<file path="src/rtl/capture_ctrl_mc.sv">
// Multi-channel capture controller: decimated circular RAM writes, armed edge/auto-roll trigger,
// oldest-first trace dump over valid/ready. Define CAPMC_AUTOROLL_EN to build the auto-roll mode (11).
module capture_ctrl_mc #(
  parameter int ADDR_W = 9,
  parameter int NUM_CH = 4,
  parameter int SMPL_W = 8,
  parameter int DEC_W  = 16
) (
  input  logic                      clk,
  input  logic                      rst_n,
  input  logic [NUM_CH-1:0]         trig_in,
  input  logic [$clog2(NUM_CH)-1:0] trig_sel,
  input  logic [1:0]                trig_mode,
  input  logic [ADDR_W-1:0]         trig_pos,
  input  logic [3:0]                dec_pwr,
  input  logic                      start,
  input  logic                      dump_start,
  input  logic                      dump_ready,
  input  logic [SMPL_W-1:0]         ram_rdata,
  output logic                      ram_en,
  output logic                      ram_we,
  output logic [ADDR_W-1:0]         ram_addr,
  output logic                      armed,
  output logic                      capture_done,
  output logic                      busy,
  output logic                      dump_valid,
  output logic                      dump_last,
  output logic [SMPL_W-1:0]         dump_data
);
  localparam int SEL_W = $clog2(NUM_CH);
  localparam logic [ADDR_W-1:0] ADDR_MAX = '1;

  typedef enum logic [1:0] {IDLE, SAMPLE, DUMP_RD, DUMP_SEND} state_t;

  state_t            state_q, state_d;
  logic [ADDR_W-1:0] addr_q, addr_d;
  logic [ADDR_W-1:0] pre_cnt_q, pre_cnt_d;
  logic [ADDR_W-1:0] post_cnt_q, post_cnt_d;
  logic [ADDR_W-1:0] trace_end_q, trace_end_d;
  logic [ADDR_W-1:0] rd_ptr_q, rd_ptr_d;
  logic [DEC_W-1:0]  dec_cnt_q, dec_cnt_d;
  logic              armed_q, armed_d;
  logic              done_q, done_d;
  logic              trig_seen_q, trig_seen_d;
  logic              post_act_q, post_act_d;
  logic              trig_cur_q, trig_cur_d;
  logic              trig_prev_q, trig_prev_d;
  logic [SMPL_W-1:0] dump_data_q, dump_data_d;

  logic [DEC_W-1:0]  dec_lim;
  logic [ADDR_W-1:0] arm_lvl;
  logic              keep, mode_ok, start_ok, edge_hit;

`ifdef CAPMC_AUTOROLL_EN
  assign mode_ok = (trig_mode != 2'b00);
`else
  assign mode_ok = (trig_mode == 2'b01) || (trig_mode == 2'b10);
`endif

  assign start_ok = start && mode_ok;
  assign dec_lim  = (DEC_W'(1) << dec_pwr) - DEC_W'(1);
  assign keep     = (state_q == SAMPLE) && (dec_cnt_q == dec_lim);
  // Arm once the RAM holds enough history that trig_pos post samples complete a full trace.
  assign arm_lvl  = ADDR_MAX - trig_pos;
  assign edge_hit = (trig_mode == 2'b01) ? ( trig_cur_q & ~trig_prev_q) :
                    (trig_mode == 2'b10) ? (~trig_cur_q &  trig_prev_q) : 1'b0;

  always_comb begin
    state_d     = state_q;
    addr_d      = addr_q;
    pre_cnt_d   = pre_cnt_q;
    post_cnt_d  = post_cnt_q;
    trace_end_d = trace_end_q;
    rd_ptr_d    = rd_ptr_q;
    dec_cnt_d   = dec_cnt_q;
    armed_d     = armed_q;
    done_d      = done_q;
    trig_seen_d = trig_seen_q;
    post_act_d  = post_act_q;
    dump_data_d = dump_data_q;
    trig_prev_d = trig_cur_q;
    trig_cur_d  = trig_in[0];
    for (int i = 1; i < NUM_CH; i++)
      if (trig_sel == SEL_W'(i)) trig_cur_d = trig_in[i];

    if (start_ok && (state_q == IDLE || state_q == SAMPLE)) begin
      state_d     = SAMPLE;
      addr_d      = '0;
      dec_cnt_d   = '0;
      pre_cnt_d   = '0;
      post_cnt_d  = '0;
      done_d      = 1'b0;
      armed_d     = 1'b0;
      trig_seen_d = 1'b0;
      post_act_d  = 1'b0;
    end else begin
      case (state_q)
        IDLE: begin
          if (dump_start && done_q) begin
            state_d  = DUMP_RD;
            rd_ptr_d = trace_end_q + ADDR_W'(1);
          end
        end
        SAMPLE: begin
          dec_cnt_d = keep ? '0 : dec_cnt_q + DEC_W'(1);
          if (armed_q && edge_hit) trig_seen_d = 1'b1;
          if (keep) begin
            addr_d = addr_q + ADDR_W'(1);
            if (post_act_q || trig_seen_q) begin
              post_act_d = 1'b1;
              post_cnt_d = post_act_q ? post_cnt_q + ADDR_W'(1) : '0;
              if (post_cnt_d == trig_pos) begin
                trace_end_d = addr_q;
                done_d      = 1'b1;
                armed_d     = 1'b0;
                state_d     = IDLE;
              end
            end else begin
              if (pre_cnt_q != ADDR_MAX) pre_cnt_d = pre_cnt_q + ADDR_W'(1);
              if (pre_cnt_q >= arm_lvl) armed_d = 1'b1;
            end
          end
`ifdef CAPMC_AUTOROLL_EN
          if (trig_mode == 2'b11 && armed_d) trig_seen_d = 1'b1;
`endif
        end
        DUMP_RD: begin
          state_d     = DUMP_SEND;
          dump_data_d = ram_rdata;
        end
        DUMP_SEND: begin
          if (dump_ready) begin
            if (rd_ptr_q == trace_end_q) begin
              done_d  = 1'b0;
              state_d = IDLE;
            end else begin
              rd_ptr_d = rd_ptr_q + ADDR_W'(1);
              state_d  = DUMP_RD;
            end
          end
        end
        default: state_d = IDLE;
      endcase
    end
  end

  always_ff @(posedge clk or negedge rst_n) begin
    if (!rst_n) begin
      state_q     <= IDLE;
      addr_q      <= '0;
      pre_cnt_q   <= '0;
      post_cnt_q  <= '0;
      trace_end_q <= '0;
      rd_ptr_q    <= '0;
      dec_cnt_q   <= '0;
      armed_q     <= 1'b0;
      done_q      <= 1'b0;
      trig_seen_q <= 1'b0;
      post_act_q  <= 1'b0;
      trig_cur_q  <= 1'b0;
      trig_prev_q <= 1'b0;
      dump_data_q <= '0;
    end else begin
      state_q     <= state_d;
      addr_q      <= addr_d;
      pre_cnt_q   <= pre_cnt_d;
      post_cnt_q  <= post_cnt_d;
      trace_end_q <= trace_end_d;
      rd_ptr_q    <= rd_ptr_d;
      dec_cnt_q   <= dec_cnt_d;
      armed_q     <= armed_d;
      done_q      <= done_d;
      trig_seen_q <= trig_seen_d;
      post_act_q  <= post_act_d;
      trig_cur_q  <= trig_cur_d;
      trig_prev_q <= trig_prev_d;
      dump_data_q <= dump_data_d;
    end
  end

  assign ram_en       = keep || (state_q == DUMP_RD);
  assign ram_we       = keep;
  assign ram_addr     = (state_q == DUMP_RD || state_q == DUMP_SEND) ? rd_ptr_q : addr_q;
  assign armed        = armed_q;
  assign capture_done = done_q;
  assign busy         = (state_q != IDLE);
  assign dump_valid   = (state_q == DUMP_SEND);
  assign dump_last    = (state_q == DUMP_SEND) && (rd_ptr_q == trace_end_q);
  assign dump_data    = dump_data_q;
endmodule

</file>
<file path="config.mk">
export PLATFORM = sky130hd
export DESIGN_NAME = capture_ctrl_mc
export DESIGN_NICKNAME = d
export VERILOG_FILES = /design/src/rtl/capture_ctrl_mc.sv
export SDC_FILE = /design/constraint.sdc
export NUM_CORES = 1
export LEC_CHECK = 0
export BUFFER_PORTS_ARGS = -buffer_cell sky130_fd_sc_hd__buf_2
export CORE_ASPECT_RATIO = 0.75
export CORE_UTILIZATION = 30
export DETAILED_ROUTE_END_ITERATION = 10
export HOLD_SLACK_MARGIN = 0.06
export SYNTH_ARGS = -nofsm -noshare
export SYNTH_HDL_FRONTEND = slang
export SYNTH_SLANG_ARGS = --single-unit
</file>
<file path="constraint.sdc">
create_clock -name clk -period 9.26 [get_ports clk]
set_input_delay 0.926 -clock clk [delete_from_list [all_inputs] [get_ports clk]]
set_output_delay 0.926 -clock clk [all_outputs]
set_load 0.02 [all_outputs]
</file>
==> results of run 1 <==
## cells by family (layout without fill, tap and decap cells)
family / Yosys count / after routing / synth area share (%)
and+or+nand+nor: 247 / 247 / 24.1
xor gates and xnor gates: 22 / 22 / 3.45
buffers and inverters: 65 / 98 / 5.01
DFF: 77 / 77 / 34.5
AOI/OAI and AO/OA: 150 / 150 / 19.2
adders and majority gates: 18 / 18 / 4.03
muxes: 50 / 50 / 9.80
## worst paths after layout
check,cells after the start,startpoint,end,slack (ns)
max in group asynchronous,1,rst_n,dec_cnt_q[0]$_DFFE_PN0P_,7.86
min in group asynchronous,1,rst_n,dump_data[2]$_DFFE_PN0P_,0.74
setup reg to reg,7,state_q[1]$_DFFE_PN0P_,rd_ptr_q[5]$_DFFE_PN0P_,5.48
hold reg to reg,0,trig_cur_q$_DFF_PN0_,trig_prev_q$_DFF_PN0_,0.43
hold / removal,0,trig_cur_q$_DFF_PN0_,trig_prev_q$_DFF_PN0_,0.43
setup / recovery,11,dec_pwr[3],ram_en,3.48
## synth_stat cells (all sizes together) (3+ instances only)
cell / instances / area (µm²)
a31oi: 16 / 100
o21a: 5 / 37.5
nor4: 7 / 58.8
or4: 13 / 97.6
dfrtp: 77 / 1930
a21boi: 3 / 22.5
or2: 3 / 18.8
a41o: 3 / 30.0
nand4: 16 / 128
nor4b: 5 / 43.8
xnor2: 11 / 96.3
nand3: 55 / 275
nand2: 52 / 195
buf: 15 / 92.6
a21oi: 26 / 130
inv: 20 / 75.1
a32o: 8 / 80.1
xor2: 11 / 96.3
nand3b: 3 / 22.5
o21ai: 28 / 140
a2111oi: 3 / 45.1
a221oi: 3 / 32.5
ha: 18 / 225
clkbuf: 29 / 109
mux2i: 21 / 210
o211ai: 15 / 113
and2: 4 / 25.0
or3: 5 / 31.3
a211o: 4 / 35.0
nor2b: 4 / 25.0
and3: 17 / 106
o22ai: 5 / 31.3
mux2: 28 / 315
nor3: 15 / 75.1
nand2b: 8 / 50.1
nor2: 33 / 131
a21o: 11 / 82.6
## area by class of cell
cell class	instances	area share (%)
Clock inverter	5	1.67
Tap cell	242	4.76
Inverter	21	1.24
Timing Repair Buffer	61	4.99
Multi-Input combinational cell	487	53.3
Clock buffer	11	3.81
Sequential cell	77	30.3
## power breakdown
group	total, W	leakage (nW)	internal (W)	switching [W]
sequential	0.000365	1.05	0.000347	0.0000182
combinational	0.000107	1.69	0.0000428	0.0000642
clock	0.000417	0.166	0.000272	0.000146
total	0.000889	2.90	0.000662	0.000228
## per-layer routing
| metal | wire length, µm | up-vias | global-route usage [%] |
|---|---|---|---|
| li1 | - | 2431 | - |
| met1 | 7570 | 2373 | 23.0 |
| met2 | 5870 | 125 | 22.2 |
| met3 | 556 | 10 | 2.50 |
| met4 | 110 | 0 | 3.55 |
| met5 | 0 | - | 0 |
## flip-flops by register name, summed over array words and instances (netlist names)
name,count
dec_cnt_q,16
addr_q,9
post_cnt_q,9
pre_cnt_q,9
rd_ptr_q,9
trace_end_q,9
dump_data,8
state_q,2
armed,1
capture_done,1
post_act_q,1
trig_cur_q,1
trig_prev_q,1
trig_seen_q,1
## metrics by stage
stage                     instance area (µm²)  instances
final                                    6360        904
after global placement                   6020        888
after global routing                     6360        904
after CTS                                6360        904
after detailed placement                 6020        888
after floorplan                          5590        629
## critical path, delay by kind of cell
kind            cells  cell delay, ns
compound gates      3            1.12
buf+inv             2            0.54
fa+ha+maj           1            0.56
simple gates        5            1.69
==> metrics.cfg, run 1 <==
[grt]
antenna_found_initial=0
grt_pass1_vias=4682
grt_pass1_wl_mm=23.7
grt.overflow.total=0
grt_max_degree=78
gr-usage-all-layers_pct=15.2

[final_layout]
fin_nets=709
area_growth_pct=13.8
diodes=0
final_util_pct=35.5
final-seq-area_mm2=0.00193
final_cell_mix=77 x dfrtp_1, 56 x buf_2, 55 x nand3_1
drive_gt1_share_pct=16.6
multi_input_area_mm2=0.00339
final_common_cell=dfrtp_1
nFillCells=1824

[sta]
max_freq_ghz=0.173
setup_total_negative_slack_ns=0
clock-skew-final_ns=0.0102
worst_slack_ns=3.48
hold_violations=0
rsz0062_at_grt=false
slew_headroom_pct=33.2
timing.final.crit_share_pct=62.4
setup_violations=0
worst_hold_slack_ns=0.427
finalMaxSlewViolations=0
worst_slew_pin_slew_ns=1.00
fin_crit_ns=5.78

[cts]
cts_resized=0
cts_root_buf=clkbuf_16
cts.clk_slew.worst_paths_ns=0.06
insertion_delay_ns=0.34
cts_inserted_buffers=9
h-tree-depth=3
cts_tree=built
cts_sinks=77
postCtsSetupRepairBufs=0
hold_buffers=0
max-clock-path-buffers=2

[flow_run]
maxCapViolCount=0

[worst_hold_path]
hold_class=flop to flop

[run_status]
status=finished, final reports clean

[placement]
place_ws_ns=3.55
dp_hpwl_mm=9.94
place.port_buffers=57
gp_congestion=0.823

[synth]
synth_cell_types=71
synth-seq-cells=77
synth_edf_count=0
syn-cell-area_mm2=0.00559
synth.net_count=681
synthArstFlopShare_pct=100
synth_ff_type=dfrtp_1
ys_warn_count=0
synthesis.instances=629
avgSynthCellArea_um2=8.89
synth_seq_area_share_pct=34.5

[worst_setup_path]
cp-start-kind=input pin
crit_required_ns=8.33
worstSetupPathType=input pin to output port
arrival_ns=4.85
cpPeakStageDelay_ns=0.73
cp_slowest_cell=nand4_1
worstPathCellList=buf_2 > nor3_1 > nand2b_1 > ha_1 > or3b_1 > a211o_1 > o221a_4 > a2111oi_4 > nand4_1 > nand2b_1 > buf_2
worst_setup_path_end_kind=output port
path_max_fanout=26

[power_and_ir_drop]
p_per_area_mw_per_mm2=140
vdd.ir_drop.worst_uv=104
p_leak_nw=2.90
power.total_w=0.000889

[floorplanning]
die_area_mm2=0.0192
core_mm2=0.0179
die_h_um=120
start_util_pct=31.2
ios=58
num_rows=42
chipWidth_um=160

[detailed_routing]
ant_nets=0
drtIter0Drc=271
post_drt_wl_per_cell_um=15.6
viasPerCell=5.46
drc=0
dr.pass1.iters=4
wl_mm=14.1
num_vias=4939

Power figures use the tool's default switching activity.
==> run 2: changes to the inputs <==
--- a/config.mk
+++ b/config.mk
@@ -5,6 +5,7 @@
 export SDC_FILE = /design/constraint.sdc
 export NUM_CORES = 1
 export LEC_CHECK = 0
+export ABC_AREA = 1
 export BUFFER_PORTS_ARGS = -buffer_cell sky130_fd_sc_hd__buf_2
 export CORE_ASPECT_RATIO = 0.75
 export CORE_UTILIZATION = 30
==> constraint.sdc (replaced) <==
create_clock -name clk -period 5.5 [get_ports clk]
set_input_delay 0.55 -clock clk [delete_from_list [all_inputs] [get_ports clk]]
set_output_delay 0.55 -clock clk [all_outputs]
set_load 0.02 [all_outputs]
==> metrics.cfg, run 2 <==
[run_status]
status=finished, final reports clean

[worst_setup_path]
cpPeakStageDelay_ns=0.80  ; +0.07 ns
rr_startpoint=state_q[1]$_DFFE_PN0P_
worstPathCellList=nor2_1 > inv_1 > nand2_1 > a2111oi_0 > nand2_1 > inv_1 > o21ai_0 > o21ai_0
r2r-end=rd_ptr_q[4]$_DFFE_PN0P_
r2r_slack_ns=2.12  ; -3.36 ns
crit_family=simple AND/OR/NAND/NOR gates
cp_slowest_cell=dfrtp_1
critical_path_buf_inv_count=2  ; unchanged
arrival_ns=3.64  ; -1.21 ns
worstSetupPathType=flop to flop
reg2reg_depth=8  ; +1
crit_required_ns=5.76  ; -2.57 ns
worst_setup_path_end_kind=flop
cp-start-kind=flop
path_max_fanout=24  ; -7.7%

[detailed_routing]
post_drt_wl_per_cell_um=13.1  ; -16%
ant_nets=0  ; unchanged
num_vias=4866  ; -1.5%
wl_mm=13.4  ; -5.0%
drc=0  ; unchanged
drtIter0Drc=444  ; +64%
dr.pass1.iters=6  ; +2
viasPerCell=4.75  ; -13%

[synth]
synth_ff_type=dfrtp_1
synthesis.instances=752  ; +20%
syn-cell-area_mm2=0.00519  ; -7.2%
avgSynthCellArea_um2=6.90  ; -22%
yosys.area.top_type=dfrtp_1
synth.net_count=804  ; +18%
synth_most_common_cell=nand2_1
synth_cell_types=38  ; -46%
synth_seq_area_share_pct=37.1  ; +2.7 points
synth_top_area_share_pct=37.1  ; +2.7 points
synth_edf_count=0  ; unchanged
synth_area_leaders=dfrtp_1 37%, nand2_1 18%, inv_1 6.2%, nand3_1 4.8%, ha_1 4.3%
synthArstFlopShare_pct=100  ; unchanged
synth_common_cells=242 x nand2_1, 86 x inv_1, 77 x dfrtp_1
ys_warn_count=0  ; unchanged
synth-seq-cells=77  ; unchanged

[cts]
cts_root_buf=clkbuf_16
cts_tree=built
max-clock-path-buffers=2  ; unchanged
h-tree-depth=3  ; unchanged
insertion_delay_ns=0.34  ; about the same
hold_buffers=0  ; unchanged
cts_inserted_buffers=9  ; unchanged
cts_sinks=77  ; unchanged
postCtsSetupRepairBufs=0  ; unchanged
cts.clk_slew.worst_paths_ns=0.06  ; about the same
cts_resized=0  ; unchanged

[sta]
hold_violations=0  ; unchanged
finalMaxSlewViolations=0  ; unchanged
setup_total_negative_slack_ns=0  ; unchanged
clock-skew-final_ns=0.00472  ; -0.00551 ns
setup_violations=0  ; unchanged
slew_headroom_pct=33.2  ; +0.034 points
max_freq_ghz=0.296
worst_slew_pin_slew_ns=1.00  ; -0.000513 ns
fin_crit_ns=3.38
rsz0062_at_grt=false
timing.final.crit_share_pct=61.4

[final_layout]
final_cell_mix=242 x nand2_1, 86 x inv_1, 77 x dfrtp_1
largest_register_ffs=16  ; unchanged
diodes=0  ; unchanged
drive_gt1_share_pct=12.2  ; -4.4 points
final-seq-area_mm2=0.00193  ; unchanged
fin_nets=857  ; +21%
nFillCells=1790  ; -1.9%
regMostFlops=dec_cnt_q
final_common_cell=nand2_1
area_growth_pct=15.1
multi_input_area_mm2=0.00284  ; -16%
finalInstanceArea_mm2=0.00597  ; -6.2%

[floorplanning]
start_util_pct=30.8  ; -0.45 points
chipWidth_um=154  ; -3.6%
num_rows=41  ; -2.4%
die_h_um=116  ; -3.6%
ios=58  ; unchanged
core_mm2=0.0169  ; -5.8%
die_area_mm2=0.0178  ; -7.1%

[placement]
placed_cell_area_mm2=0.00567  ; -5.7%
dp_hpwl_mm=10.1  ; +1.6%
place.port_buffers=57  ; unchanged
gp_congestion=0.898  ; +9.1%

[power_and_ir_drop]
p_per_area_mw_per_mm2=306  ; +120%
p_leak_nw=2.86  ; -1.5%
vdd.ir_drop.worst_uv=276  ; +170%

[grt]
grt.overflow.total=0  ; unchanged
antenna_found_initial=0  ; unchanged
gr-usage-all-layers_pct=15.9  ; +0.70 points
grt_pass1_wl_mm=22.4  ; -5.5%
grt_pass1_vias=4466  ; -4.6%
grt_max_degree=78  ; unchanged

[flow_run]
maxCapViolCount=0  ; unchanged

[worst_hold_path]
hold_class=input pin to async pin

[run 2: power by group]
group | leakage [nW] | internal (W) | switching, W
sequential | 0.995 | 0.000659 | 0.000100
combinational | 1.72 | 0.000173 | 0.000287
clock | 0.149 | 0.000363 | 0.000245
total | 2.86 | 0.00119 | 0.000632
[run 2: worst max-delay path by stage]
stage | from | to | slack (ns) | cells past startpoint
2_1_floorplan | dec_pwr[1] | ram_we | 2.67 | 13
3_3_place_gp | trig_mode[0] | rd_ptr_q[4]$_DFFE_PN0P_ | 2.13 | 13
3_5_place_dp | trig_mode[0] | rd_ptr_q[4]$_DFFE_PN0P_ | 1.98 | 13
4_1_cts | state_q[1]$_DFFE_PN0P_ | rd_ptr_q[4]$_DFFE_PN0P_ | 2.12 | 8
5_1_grt | state_q[1]$_DFFE_PN0P_ | rd_ptr_q[4]$_DFFE_PN0P_ | 1.67 | 8
6_report | state_q[1]$_DFFE_PN0P_ | rd_ptr_q[4]$_DFFE_PN0P_ | 2.12 | 8
[run 2: kinds of logic (layout without fill, tap and decap cells)]
kind of cell | Yosys count | count (layout) | synth area share, %
and+or+nand+nor | 407 | 407 | 33.6
xor gates and xnor gates | 29 | 29 | 4.89
adders and majority gates | 18 | 18 | 4.34
AOI/OAI and AO/OA | 114 | 114 | 12.0
buffers and inverters | 107 | 165 | 8.08
DFF | 77 | 77 | 37.1
[run 2: through the flow]
step	std cells	setup WS [ns]	utilization [%]	hold WS, ns	total power [W]
3_3_place_gp	1009	2.13	33.6	0.359	0.00123
2_1_floorplan	752	2.67	-	0.254	0.00107
5_1_grt	1025	1.67	35.4	0.406	0.00195
6_report	1025	2.12	35.4	0.361	0.00183
4_1_cts	1025	2.12	35.4	0.376	0.00184
3_5_place_dp	1009	1.98	33.6	0.362	0.00122
[run 2: routing by layer]
| layer | wire length (µm) | global-route usage, % | up-vias |
|---|---|---|---|
| met3 | 671 | 3.29 | 19 |
| met1 | 7100 | 23.4 | 2177 |
| met4 | 169 | 4.33 | 0 |
| met2 | 5450 | 23.3 | 117 |
| met5 | 0 | 0 | - |
| li1 | - | - | 2553 |
[run 2: area by class of cell]
| type | count | area share [%] |
|---|---|---|
| Sequential cell | 77 | 32.3 |
| Multi-Input combinational cell | 568 | 47.6 |
| Timing Repair Buffer | 57 | 4.82 |
| Clock buffer | 10 | 4.00 |
| Inverter | 92 | 5.78 |
| Clock inverter | 6 | 1.03 |
| Tap cell | 215 | 4.50 |
==> run 3: changes to the inputs <==
==> constraint.sdc (replaced) <==
create_clock -name clk -period 3.5 [get_ports clk]
set_input_delay 0.35 -clock clk [delete_from_list [all_inputs] [get_ports clk]]
set_output_delay 0.35 -clock clk [all_outputs]
set_load 0.02 [all_outputs]
==> metrics.cfg, run 3 (synthesis gave the netlist of run 2 again) <==
[run_status]
status=finished, final reports clean

[worst_setup_path]
cp_slowest_cell=ha_1
arrival_ns=2.45  ; -1.19 ns
worst_setup_path_end_kind=output port
reg2reg_depth=14  ; +6
worstSetupPathType=input pin to output port
cp-start-kind=input pin
path_max_fanout=8  ; -67%
cpMostUsedCell=nor2_1
worstPathCellList=buf_2 > nor2_2 > nand2_1 > ha_1 > a21oi_1 > o21ai_0 > nor2_1 > nand2_1 > nor2_1 > nand3_1 > nor2_1 > nand3b_1 > nor2_1 > buf_2
crit_required_ns=3.15  ; -2.61 ns
cpPeakStageDelay_ns=0.33  ; -0.47 ns

[flow_run]
maxCapViolCount=0  ; unchanged

[final_layout]
diodes=0  ; unchanged
area_growth_pct=16.3
largest_register_ffs=16  ; unchanged
drive_gt1_share_pct=13.0  ; +0.74 points
nFillCells=1793  ; +0.17%
final_common_cell=nand2_1
regMostFlops=dec_cnt_q
final_util_pct=35.8  ; +0.37 points
final_cell_mix=242 x nand2_1, 86 x inv_1, 77 x dfrtp_1
fin_nets=865  ; +0.93%

[floorplanning]
chipWidth_um=154  ; unchanged
ios=58  ; unchanged
core_mm2=0.0169  ; unchanged
start_util_pct=30.8  ; unchanged
num_rows=41  ; unchanged
die_h_um=116  ; unchanged
die_area_mm2=0.0178  ; unchanged

[sta]
worst_slew_pin_slew_ns=1.00  ; -0.00156 ns
rsz0062_at_grt=false
worst_slack_ns=0.701  ; -1.42 ns
timing.final.crit_share_pct=80.0
hold_violations=0  ; unchanged
finalMaxSlewViolations=0  ; unchanged
fin_crit_ns=2.80
slew_headroom_pct=33.3  ; +0.10 points
setup_total_negative_slack_ns=0  ; unchanged
max_freq_ghz=0.357
worst_hold_slack_ns=0.173  ; -0.188 ns
setup_violations=0  ; unchanged
clock-skew-final_ns=0.00974  ; +0.00502 ns

[cts]
cts_sinks=77  ; unchanged
cts_root_buf=clkbuf_16
insertion_delay_ns=0.34  ; about the same
cts_resized=0  ; unchanged
cts_tree=built
postCtsSetupRepairBufs=0  ; unchanged
h-tree-depth=3  ; unchanged
cts.clk_slew.worst_paths_ns=0.07  ; about the same
max-clock-path-buffers=2  ; unchanged
cts_inserted_buffers=9  ; unchanged
hold_buffers=0  ; unchanged

[grt]
grt.overflow.total=0  ; unchanged
gr-usage-all-layers_pct=16.0  ; +0.18 points
antenna_found_initial=0  ; unchanged
grt_pass1_wl_mm=22.7  ; +1.4%
grt_max_degree=78  ; unchanged
grt_pass1_vias=4540  ; +1.7%

[placement]
dp_hpwl_mm=10.3  ; +1.8%
gp_congestion=0.906  ; +0.82%
place_ws_ns=0.588  ; -1.39 ns
place.port_buffers=57  ; unchanged

[detailed_routing]
post_drt_wl_per_cell_um=13.1  ; about the same
viasPerCell=4.82  ; +1.6%
num_vias=4981  ; +2.4%
wl_mm=13.5  ; +0.78%
dr.pass1.iters=5  ; -1
drtIter0Drc=361  ; -19%
ant_nets=0  ; unchanged
drc=0  ; unchanged

[power_and_ir_drop]
vdd.ir_drop.worst_uv=432  ; +57%
p_per_area_mw_per_mm2=475  ; +55%
power.total_w=0.00287  ; +57%
p_leak_nw=2.90  ; +1.3%

[worst_hold_path]
hold_class=input pin to async pin

[run 3: changes by cell type in the layout (fill, tap and decap cells not counted), sizes merged]
cell,delta
buf,+8
inv,-1
clkbuf,+1
[run 3: through the flow]
| step | instances | instance area [µm²] |
|---|---|---|
| floorplan | 752 | 5190 |
| global placement | 1017 | 5730 |
| detailed placement | 1017 | 5730 |
| CTS | 1033 | 6040 |
| global route | 1033 | 6040 |
| finish | 1033 | 6040 |
[run 3: path summary, 6_finish.rpt]
| kind | from | end | slack (ns) |
|---|---|---|---|
| worst max register to register | post_cnt_q[1]$_DFFE_PN0P_ | trace_end_q[1]$_DFFE_PN0P_ | 0.92 |
| max in group asynchronous | rst_n | dec_cnt_q[11]$_DFFE_PN0P_ | 2.68 |
| min in group clk | ram_rdata[1] | dump_data[1]$_DFFE_PN0P_ | 0.20 |
| worst max-delay path | dec_pwr[1] | ram_we | 0.70 |
| worst min register to register | trig_cur_q$_DFF_PN0_ | trig_prev_q$_DFF_PN0_ | 0.38 |
| worst min-delay path | rst_n | dump_data[1]$_DFFE_PN0P_ | 0.17 |
[run 3: final cells by class]
class / count / area (µm²) / share of cell area [%]
repair buffers: 65 / 348 / 5.76
clock inverters: 5 / 60.1 / 0.995
well taps: 215 / 269 / 4.46
clock buffers: 11 / 243 / 4.02
flip-flops and latches: 77 / 1930 / 31.9
multi-input cells: 568 / 2840 / 47.1
inverters: 92 / 345 / 5.72
[run 3: routing by layer]
metal  global-route usage [%]  routed length (µm)  vias up
met3                     3.18                 762       10
met1                     23.3                6860     2269
met4                     3.67                 102        0
li1                         -                   -     2583
met2                     24.5                5770      119
met5                        0                   0        -
[run 3: power by group]
part	internal (W)	switching (W)
Clock	0.000573	0.000384
Combinational	0.000276	0.000441
Sequential	0.00104	0.000157
Total	0.00189	0.000983
[run 3: critical path: cells and delay by family]
family          cells  cell delay, ns
buf+inv             2            0.33
compound gates      2            0.22
simple gates        9            1.22
fa+ha+maj           1            0.33
